**src/rtl/pif_led_sched.sv**
```systemverilog
// Red/green status LED scheduler: tick prescaler, PWM accumulator and mode FSM arbitrating
// heartbeat against host commands. Define PIF_LED_TMO_EN to revert to heartbeat after TMO_TICKS idle ticks.
module pif_led_sched #(
  parameter int TICK_DIV  = 177333,
  parameter int B         = 5,
  parameter int TMO_TICKS = 1024
) (
  input  logic         Clk,
  input  logic         Rst,
  input  logic         cmd_valid,
  output logic         cmd_ready,
  input  logic [1:0]   cmd_mode,
  input  logic [1:0]   cmd_color,
  input  logic [B-1:0] cmd_level,
  output logic         busy,
  output logic         tick,
  output logic         red,
  output logic         green,
  output logic [1:0]   o_dbg_state
);

  typedef enum logic [1:0] {
    ST_HEART   = 2'd0,
    ST_SOLID   = 2'd1,
    ST_BREATHE = 2'd2,
    ST_BLINK   = 2'd3
  } state_t;

  localparam int            PW        = $clog2(TICK_DIV);
  localparam logic [PW-1:0] PRESC_MAX = PW'(TICK_DIV - 1);
  localparam logic [B-1:0]  LVL_MAX   = '1;

  state_t       r_state, w_state_nxt;
  logic [PW-1:0] r_presc;
  logic         r_ready, r_busy;
  logic [B-1:0] r_level, w_level_nxt;
  logic [1:0]   r_phase, w_phase_nxt;
  logic         r_sub, w_sub_nxt;
  logic [B-1:0] r_bcnt, w_bcnt_nxt;
  logic [1:0]   r_color;
  logic [B-1:0] r_peak;
  logic [B:0]   r_accum;
  logic         r_pwm_on, r_red, r_green;
  logic         w_accept, w_tick, w_tmo_hit;
  logic         w_en_r, w_en_g;
  logic [B-1:0] w_pwm_lvl;

  // Handshake: a command transfers in any cycle where cmd_valid and cmd_ready are both high;
  // cmd_ready then drops for exactly one cycle. A tick landing on the accept cycle is dropped.
  assign w_accept    = cmd_valid & r_ready;
  assign w_tick      = (r_presc == '0) & ~w_accept;
  assign cmd_ready   = r_ready;
  assign busy        = r_busy;
  assign tick        = w_tick;
  assign red         = r_red;
  assign green       = r_green;
  assign o_dbg_state = r_state;

`ifdef PIF_LED_TMO_EN
  localparam int TW = $clog2(TMO_TICKS + 1);
  logic [TW-1:0] r_tmo;

  always_ff @(posedge Clk or posedge Rst) begin
    if (Rst)                                  r_tmo <= '0;
    else if (w_accept)                        r_tmo <= '0;
    else if (r_state != ST_HEART && w_tick)   r_tmo <= r_tmo + 1'b1;
  end

  assign w_tmo_hit = (r_state != ST_HEART) && w_tick && (r_tmo == TW'(TMO_TICKS - 1));
`else
  logic w_unused_tmo;
  assign w_unused_tmo = (TMO_TICKS != 0);
  assign w_tmo_hit    = 1'b0;
`endif

  always_ff @(posedge Clk or posedge Rst) begin
    if (Rst) r_state <= ST_HEART;
    else     r_state <= w_state_nxt;
  end

  always_comb begin
    w_state_nxt = r_state;
    w_level_nxt = r_level;
    w_phase_nxt = r_phase;
    w_sub_nxt   = r_sub;
    w_bcnt_nxt  = r_bcnt;
    if (w_accept || w_tmo_hit) begin
      w_state_nxt = w_accept ? state_t'(cmd_mode) : ST_HEART;
      w_level_nxt = '0;
      w_phase_nxt = '0;
      w_sub_nxt   = 1'b0;
      w_bcnt_nxt  = '0;
    end else begin
      case (r_state)
        ST_HEART: if (w_tick) begin
          w_level_nxt = r_level + 1'b1;
          if (r_level == LVL_MAX) w_phase_nxt = r_phase + 1'b1;
        end
        ST_SOLID: w_level_nxt = r_peak;
        // r_sub: 0 = ramping up, 1 = ramping down; peak 0 just flips direction each tick
        ST_BREATHE: if (w_tick) begin
          if (!r_sub) begin
            if (r_level == r_peak) begin
              w_sub_nxt = 1'b1;
              if (r_level != '0) w_level_nxt = r_level - 1'b1;
            end else begin
              w_level_nxt = r_level + 1'b1;
            end
          end else begin
            if (r_level == '0) begin
              w_sub_nxt = 1'b0;
              if (r_peak != '0) w_level_nxt = r_level + 1'b1;
            end else begin
              w_level_nxt = r_level - 1'b1;
            end
          end
        end
        ST_BLINK: begin
          w_level_nxt = r_sub ? '0 : r_peak;
          if (w_tick) begin
            w_bcnt_nxt = r_bcnt + 1'b1;
            if (r_bcnt == LVL_MAX) w_sub_nxt = ~r_sub;
          end
        end
        default: ;
      endcase
    end
  end

  // Heartbeat drives one colour per phase pair; odd phases show the inverted (falling) ramp
  always_comb begin
    w_en_r    = r_color[0];
    w_en_g    = r_color[1];
    w_pwm_lvl = r_level;
    if (r_state == ST_HEART) begin
      w_en_r = ~r_phase[1];
      w_en_g = r_phase[1];
      if (r_phase[0]) w_pwm_lvl = ~r_level;
    end
  end

  always_ff @(posedge Clk or posedge Rst) begin
    if (Rst) begin
      r_presc  <= PRESC_MAX;
      r_ready  <= 1'b1;
      r_busy   <= 1'b0;
      r_level  <= '0;
      r_phase  <= '0;
      r_sub    <= 1'b0;
      r_bcnt   <= '0;
      r_color  <= '0;
      r_peak   <= '0;
      r_accum  <= '0;
      r_pwm_on <= 1'b0;
      r_red    <= 1'b1;
      r_green  <= 1'b1;
    end else begin
      r_ready <= ~w_accept;
      r_busy  <= (w_state_nxt != ST_HEART);
      r_level <= w_level_nxt;
      r_phase <= w_phase_nxt;
      r_sub   <= w_sub_nxt;
      r_bcnt  <= w_bcnt_nxt;
      if (w_accept) begin
        r_color <= cmd_color;
        r_peak  <= cmd_level;
      end
      if (w_accept || r_presc == '0) r_presc <= PRESC_MAX;
      else                           r_presc <= r_presc - 1'b1;
      r_accum  <= {1'b0, r_accum[B-1:0]} + {1'b0, w_pwm_lvl};
      r_pwm_on <= r_accum[B];
      r_red    <= ~(r_pwm_on & w_en_r);
      r_green  <= ~(r_pwm_on & w_en_g);
    end
  end

endmodule
```
**config.mk**
```make
export PLATFORM = sky130hd
export DESIGN_NAME = pif_led_sched
export DESIGN_NICKNAME = d
export VERILOG_FILES = /design/src/rtl/pif_led_sched.sv
export SDC_FILE = /design/constraint.sdc
export NUM_CORES = 1
export LEC_CHECK = 0
export ABC_AREA = 1
export CAP_MARGIN = 10
export CELL_PAD_IN_SITES_DETAIL_PLACEMENT = 0
export CELL_PAD_IN_SITES_GLOBAL_PLACEMENT = 1
export CORE_MARGIN = 4
export CORE_UTILIZATION = 48
export DETAILED_ROUTE_END_ITERATION = 12
export PLACE_DENSITY = 0.95
export SKIP_LAST_GASP = 1
export SYNTH_ARGS = -nofsm -noshare
export SYNTH_HDL_FRONTEND = slang
export SYNTH_SLANG_ARGS = --single-unit
```
**constraint.sdc**
```tcl
create_clock -name Clk -period 4.2 [get_ports Clk]
set_input_delay 0.84 -clock Clk [delete_from_list [all_inputs] [get_ports Clk]]
set_output_delay 0.84 -clock Clk [all_outputs]
set_load 0.02 [all_outputs]
```
* Yosys cells after proc, flatten, opt, wreduce, memory -nomap -nowiden *
Index checks and enable logic that the tools add are counted.

storage, ports and cells
  word-level logic and storage cells = 89
  input bits = 12
  output and inout bits = 7
  register bits = 51

operators by class
  reduce and logical (&&, ||, !) cells = 16
  bitwise logic cells = 10
  mux-type cells = 31
  equal/unequal tests = 12
  add/subtract/negate cells = 6

operators by type and width
  cell                                                                  count
  5-bit two-way mux                                                     14
  5-bit case mux with 4 select lines                                    1
  18-bit logical NOT                                                    1
  18-bit two-way mux                                                    1
  18-bit by 1-bit subtractor with 18-bit output, second input constant  1
  3-bit != test, second input constant                                  4
  5-bit by 1-bit adder with 5-bit output, second input constant         2
  5-bit == test, second input constant                                  2
  2-bit two-way mux                                                     5
  5-bit != test, second input constant                                  2
  2-bit nonzero test                                                    5
  5-bit nonzero test                                                    2
  1-bit two-way mux                                                     9
  4-bit AND reduction                                                   2
  5-bit by 5-bit adder with 6-bit output                                1
  5-bit == test                                                         1
  5-bit logical NOT                                                     1
  1-bit inverter                                                        5
  5-bit inverter                                                        1
  5-bit by 1-bit subtractor with 5-bit output, second input constant    1
  1-bit AND                                                             4
  2-bit == test, second input constant                                  2
  3-bit AND reduction                                                   1
  3-bit nonzero test                                                    1
  6 further kinds                                                       6

* Longest topological paths before layout *
Gate-level depths: netlist of run 1.

  word-level depth = 7
  gate-level depth with buffers = 13
  gate-level depth less buffers = 13

* Worst setup path after synthesis of run 1 *
OpenSTA, ideal clock, no wires.

  path type = reg2out
  from = register r_presc[0]
  to = output port tick
  setup slack = 1751 ps
  cell stages (with the launch flop) = 9
  data required time = 3360 ps
  arrival = 1609 ps
  buffers on the path = 0
  path through = dfrtp_1 > inv_1 > ha_1 > nand3_2 > nor2_4 > nand3_4 > nor2_4 > nand3b_2 > nor2_1

between the ends
  cells in the longest elaborated chain, start to end = 2

RTL lines
  item                    RTL line  text
  from (decl)             34        logic [PW-1:0] r_presc;
  from (signal assigned)  169       else r_presc <= r_presc - 1'b1;
  18-bit logical NOT      51        assign w_tick = (r_presc == '0) & ~w_accept;
  1-bit AND               51
  to (decl)               16        output logic tick,

No other way between the ends.

* Worst setup path in the final report of run 1 *
Same ends and word-level chain as after synthesis.

==> results of run 1 <==
layer usage:
| layer | track usage, % | vias to the layer above | wire length, µm |
|---|---|---|---|
| met3 | 3.42 | 6 | 194 |
| met1 | 22.4 | 1042 | 2890 |
| met5 | 0 | - | 0 |
| met4 | 3.68 | 0 | 53 |
| li1 | - | 1194 | - |
| met2 | 28.2 | 35 | 2720 |
state kept, by name (all words and copies together) (netlist names):
register     flops
r_bcnt           5
r_accum          6
green            1
r_phase          2
busy             1
r_pwm_on         1
r_level          5
cmd_ready        1
r_color          2
o_dbg_state      2
r_presc         18
r_peak           5
red              1
r_sub            1
through the flow:
stage | hold WS, ps | power [µW] | setup slack (ps) | cell area (µm²) | instances
floorplan | 331 | 1140 | 1750 | 2950 | 367
global placement | 334 | 1260 | 824 | 3200 | 456
detailed placement | 345 | 1290 | 832 | 3200 | 456
CTS | 355 | 1570 | 821 | 3290 | 464
global route | 361 | 1690 | 650 | 3290 | 464
finish | 354 | 1560 | 840 | 3290 | 464
logic make-up after synthesis:
family                     Yosys count
buffers and inverters               49
DFF                                 51
adders and majority gates           12
AOI/OAI and AO/OA                   44
xor gates and xnor gates            24
and+or+nand+nor                    187
cells in the mapped netlist:
| library cell | instances | area, µm² |
|---|---|---|
| nand2_1 | 89 | 334 |
| nor2_1 | 47 | 176 |
| inv_1 | 40 | 150 |
| dfrtp_1 | 39 | 976 |
| o21ai_0 | 22 | 110 |
| nand3_1 | 18 | 90.1 |
| xor2_1 | 18 | 158 |
| dfstp_2 | 12 | 315 |
| ha_1 | 11 | 138 |
| nand2_2 | 8 | 50.1 |
| a21oi_1 | 7 | 35.0 |
| o21ai_1 | 7 | 35.0 |
| xnor2_1 | 6 | 52.6 |
| inv_2 | 5 | 18.8 |
| nor2_2 | 5 | 31.3 |
| buf_2 | 3 | 15.0 |
| nand3_2 | 3 | 30.0 |
| nand4_1 | 3 | 18.8 |
| nor2_4 | 3 | 33.8 |
| or2_2 | 3 | 18.8 |
| a21o_1 | 2 | 15.0 |
| nor3_1 | 2 | 10.0 |
| a31oi_1 | 1 | 6.26 |
| clkbuf_1 | 1 | 3.75 |
| fa_1 | 1 | 20.0 |
| nand3_4 | 1 | 17.5 |
| nand3b_1 | 1 | 7.51 |
| nand3b_2 | 1 | 11.3 |
| nor3_2 | 1 | 10.0 |
| nor3b_1 | 1 | 7.51 |
| nor4_1 | 1 | 6.26 |
| o211ai_1 | 1 | 7.51 |
| o211ai_2 | 1 | 12.5 |
| o21a_1 | 1 | 7.51 |
| o21ai_2 | 1 | 8.76 |
| o221ai_1 | 1 | 8.76 |
power breakdown:
part	switching, µW	internal (µW)
clock	168	120
sequential	93.0	602
combinational	349	231
worst paths after layout:
| check | end | slack, ps | depth (start not counted) |
|---|---|---|---|
| min in group asynchronous | r_presc[6] | 1100 | 2 |
| worst min-delay path | r_pwm_on | 350 | 0 |
| worst max-delay path | tick | 840 | 9 |
| max in group asynchronous | r_accum[0] | 2460 | 2 |
| worst min register to register | r_pwm_on | 350 | 0 |
| worst max register to register | r_accum[4] | 1840 | 8 |
cell type report:
cell class	count	share of cell area, %
multi-input cells	267	44.6
clock buffers	6	2.21
repair buffers	18	5.48
well taps	75	2.85
flip-flops and latches	51	39.2
clock inverters	2	0.494
inverters	45	5.13
==> flow_metrics.py, run 1 <==
metrics = {
    "run_status": {
        "outcome": "completed",
    },
    "logic_synthesis": {
        "synth-compound-area-share_pct": 8.37,
        "yosys_warnings": 0,
        "synth_top_family_by_area": "simple AND/OR/NAND/NOR gates",
        "syn-num-nets": 391,
        "synth_cell_types": 36,
        "yosys.area_share.simple_pct": 29.0,
        "syn_avg_cell_area_um2": 8.03,
        "synthMuxAreaShare_pct": 0,
        "synth_seq_cells": 51,
        "postSynthCellCount": 367,
        "synth_xor_area_share_pct": 7.13,
        "syn_area_mm2": 0.00295,
        "synthAdderAreaFrac_pct": 5.35,
        "yosysSeqAreaShare_pct": 43.8,
    },
    "detailed_routing": {
        "drc": 0,
        "drt_iter0_drc": 75,
        "ant_nets": 0,
        "via_count": 2277,
        "dr.pass1.iters": 4,
        "vias_per_cell": 4.91,
        "avgRoutedWirePerCell_um": 12.6,
        "wl_um": 5860,
    },
    "global_route": {
        "grt_pass1_vias": 2267,
        "antenna_found_initial": 0,
        "overflow": 0,
        "grt_usage_pct": 16.7,
        "grt_pass1_wl_um": 10200,
        "grt_max_degree": 52,
    },
    "timing": {
        "finClkSkew_ps": 12.0,
        "tightest_slew_ps": 1040,
        "fin_setup_tns_ps": 0,
        "maxSlewHeadroom_pct": 30.5,
        "hold_viol": 0,
        "rsz0062_at_grt": "false",
        "setup_viol": 0,
        "period_minus_slack_ps": 3360,
        "max_freq_ghz": 0.298,
        "fin_crit_sh_pct": 80.0,
        "drv_slew": 0,
    },
    "worst_setup_path": {
        "crit_path_start": "r_presc[0]",
        "cpPeakStageDelay_ps": 610,
        "critical_path_arrival_ps": 2520,
        "r2r_start": "o_dbg_state[0]",
        "path_class": "reg -> out",
        "slowest_stage": "clkdlybuf4s50_1",
        "crit_fanout": 5,
        "cp.required_ps": 3360,
        "cp-end-kind": "output port",
        "crit_buf_inv": 2,
        "crit_family": "simple AND/OR/NAND/NOR gates",
        "critPathLaunchType": "flip-flop",
        "cpMostUsedCell": "nor2_4",
        "cp_cell_sequence": "inv_1, ha_1, nand3_2, nor2_4, nand3_4, nor2_4, nand3b_2, nor2_1, clkdlybuf4s50_1",
    },
    "power": {
        "power_leakage_uw": 0.00160,
        "ir_drop_mv": 0.221,
        "p_per_area_mw_per_mm2": 475,
    },
    "floorplanning": {
        "die_w_um": 86.4,
        "dieArea_mm2": 0.00746,
        "core-area_mm2": 0.00596,
        "rows": 28,
        "start_util_pct": 49.5,
        "ioPinCount": 19,
        "die_y_um": 86.4,
    },
    "cts": {
        "cts_sinks": 51,
        "h-tree-depth": 2,
        "clock_path_buffers": 2,
        "clk_latency_ps": 310,
        "cts.clk_slew.worst_paths_ps": 100,
        "cts_tree": "yes",
        "post_cts_buffers": 0,
        "ctsHoldBuffers": 0,
        "cts-root-buf": "clkbuf_8",
        "cts_resized": 0,
        "cts_buffers": 5,
    },
    "layout": {
        "multi_input_area_mm2": 0.00147,
        "regArea_mm2": 0.00129,
        "drive_above_1_share_pct": 13.4,
        "fin_util_pct": 55.3,
        "antenna_cells": 0,
        "syn_to_final_growth_pct": 11.7,
        "nNetsFinal": 412,
        "n_fill_cell": 575,
        "final_common_cell": "nand2_1",
        "layout_common_cells": "nand2_1, nor2_1, inv_1, dfrtp_1, o21ai_0",
    },
    "hold_path": {
        "hold_path.class": "reg -> reg",
        "min-delay-start": "r_accum[5]",
    },
    "flow_run": {
        "cap_violations": 0,
    },
    "placed_design": {
        "port_buffers": 18,
        "gp_congestion": 0.856,
        "dp.final_hpwl_um": 4410,
    },
}
(Power assumes the default switching activity.)
==> run 2, diff against run 1 <==
Settings changed: CORE_UTILIZATION 48 to 44, PLACE_DENSITY 0.95 to 0.89.
Clock period 4.2 ns to 3.4 ns, I/O delays scaled along.
==> run 2 against run 1 <==
Compared with the run above: flip-flop and latch count did not move; non-clock buffer count grew 4; first-iteration DRC count rose by 41%; total power up 29%; count of clock-buffer cells in the layout is the same; clock power grew 53%; clock skew rose by 4.4 ps; sequential share of layout area is 0.65 points lower; die area grew 8.2%; worst setup slack got worse by 610 ps; global-route usage is 0.69 points lower; critical endpoint unchanged; largest cell class unchanged; largest power group unchanged.
==> flow_metrics.py, run 2 (same netlist as run 1, synthesis figures left out) <==
metrics = {
    "run_status": {
        "outcome": "completed",
    },
    "floorplanning": {
        "start_util_pct": 45.9,
        "dieArea_mm2": 0.00807,
        "die_y_um": 89.8,
        "ioPinCount": 19,
        "core-area_mm2": 0.00642,
        "rows": 29,
        "die_w_um": 89.8,
    },
    "worst_setup_path": {
        "rrSetupSlack_ps": 1060,
        "cp-end-kind": "output port",
        "critPathLaunchType": "flip-flop",
        "crit_fanout": 5,
        "r2r_start": "o_dbg_state[1]",
        "critPathCapture": "tick",
        "path_class": "reg -> out",
        "slowest_stage": "clkdlybuf4s50_1",
        "critical_path_arrival_ps": 2490,
        "reg2regPathDepth": 8,
        "crit_path_start": "r_presc[0]",
        "rr_endpoint": "r_accum[4]",
        "cp.required_ps": 2720,
        "cpPeakStageDelay_ps": 600,
        "cpMostUsedCell": "nor2_4",
        "cp_cell_sequence": "inv_1, ha_1, nand3_2, nor2_4, nand3_4, nor2_4, nand3b_2, nor2_1, clkdlybuf4s50_1",
    },
    "cts": {
        "clock_path_buffers": 2,
        "cts-root-buf": "clkbuf_8",
        "ctsHoldBuffers": 0,
        "cts_tree": "yes",
        "post_cts_buffers": 0,
        "cts.clk_slew.worst_paths_ps": 100,
        "clk_latency_ps": 320,
        "h-tree-depth": 2,
        "cts_buffers": 5,
        "cts_resized": 0,
        "cts_sinks": 51,
    },
    "global_route": {
        "grt_pass1_vias": 2273,
        "grt_max_degree": 23,
        "grt_pass1_wl_um": 10700,
        "grt_usage_pct": 16.1,
        "antenna_found_initial": 0,
        "overflow": 0,
    },
    "timing": {
        "max_freq_ghz": 0.315,
        "maxSlewHeadroom_pct": 68.3,
        "fin_setup_tns_ps": 0,
        "tightest_slew_ps": 475,
        "fin_crit_sh_pct": 93.4,
        "finClkSkew_ps": 16.4,
        "period_minus_slack_ps": 3170,
        "hold_viol": 0,
        "setup_slack_ps": 226,
        "rsz0062_at_grt": "false",
        "setup_viol": 0,
        "drv_slew": 0,
    },
    "layout": {
        "drive_above_1_share_pct": 14.2,
        "nNetsFinal": 416,
        "final_common_cell": "nand2_1",
        "syn_to_final_growth_pct": 13.5,
        "layout.cells.non_filler": 470,
        "reg_top3": "r_presc x18, r_accum x6",
        "fin_util_pct": 52.1,
        "largest_reg_flops": 18,
        "regMostFlops": "r_presc",
        "antenna_cells": 0,
        "layout_common_cells": "nand2_1, nor2_1, inv_1, dfrtp_1, o21ai_0",
    },
    "power": {
        "p_per_area_mw_per_mm2": 603,
        "p_total_uw": 2020,
        "power_leakage_uw": 0.00163,
        "ir_drop_mv": 0.229,
    },
    "placed_design": {
        "dp.cells": 462,
        "dp_slack_ps": 569,
        "dp.final_hpwl_um": 4560,
        "gp_congestion": 0.830,
        "port_buffers": 18,
    },
    "hold_path": {
        "hold_path.class": "reg -> reg",
    },
    "flow_run": {
        "cap_violations": 0,
    },
    "detailed_routing": {
        "wl_um": 6000,
        "vias_per_cell": 4.97,
        "dr.pass1.iters": 4,
        "drc": 0,
        "avgRoutedWirePerCell_um": 12.8,
        "ant_nets": 0,
        "drt_iter0_drc": 106,
        "via_count": 2338,
    },
}
## run 2: cell types whose count changed in the layout (fill, tap and decap cells not counted), sizes merged
cell      previous run  this run
buf                  0         4
bufinv               0         1
clkinvlp             1         0
## run 2: worst max-delay path: cells and delay by family (launching register included)
| kind | cells | cell delay [ps] |
|---|---|---|
| fa+ha+maj | 1 | 230 |
| buf+inv | 2 | 710 |
| flops | 1 | 430 |
| simple gates | 6 | 800 |
## run 2: metal layers
metal / vias to the layer above / part of all wire, % / routed length (µm) / GRT usage (%)
li1: 1206 / - / - / -
met1: 1081 / 48 / 2860 / 21.7
met2: 46 / 46 / 2780 / 25.8
met3: 5 / 4.6 / 275 / 3.42
met4: 0 / 1.4 / 84 / 5.36
met5: - / 0 / 0 / 0
## run 2: layout make-up
cell class	instances	area [µm²]
fillers	626	3080
clock buffers	6	72.6
flip-flops and latches	51	1290
repair buffers	22	210
clock inverters	2	38.8
multi-input cells	267	1470
inverters	45	169
well taps	77	96.3
## run 2: power breakdown
group	switching, µW	internal (µW)
clock network	219	223
registers	112	743
logic	432	290
total	762	1260
## run 2: metrics by stage
step           area [µm²]  hold slack, ps
3_5_place_dp         3230             340
2_1_floorplan        2950             331
6_report             3350             359
5_1_grt              3350             376
4_1_cts              3350             363
3_3_place_gp         3230             337
## run 2: worst min-delay path by stage
stage               startpoint       end  slack (ps)  cells past startpoint
floorplan           r_accum[5]  r_pwm_on         330                      0
global placement    r_accum[5]  r_pwm_on         340                      0
detailed placement  r_accum[5]  r_pwm_on         340                      0
CTS                 r_accum[5]  r_pwm_on         360                      0
global route        r_accum[5]  r_pwm_on         380                      0
finish              r_accum[5]  r_pwm_on         360                      0
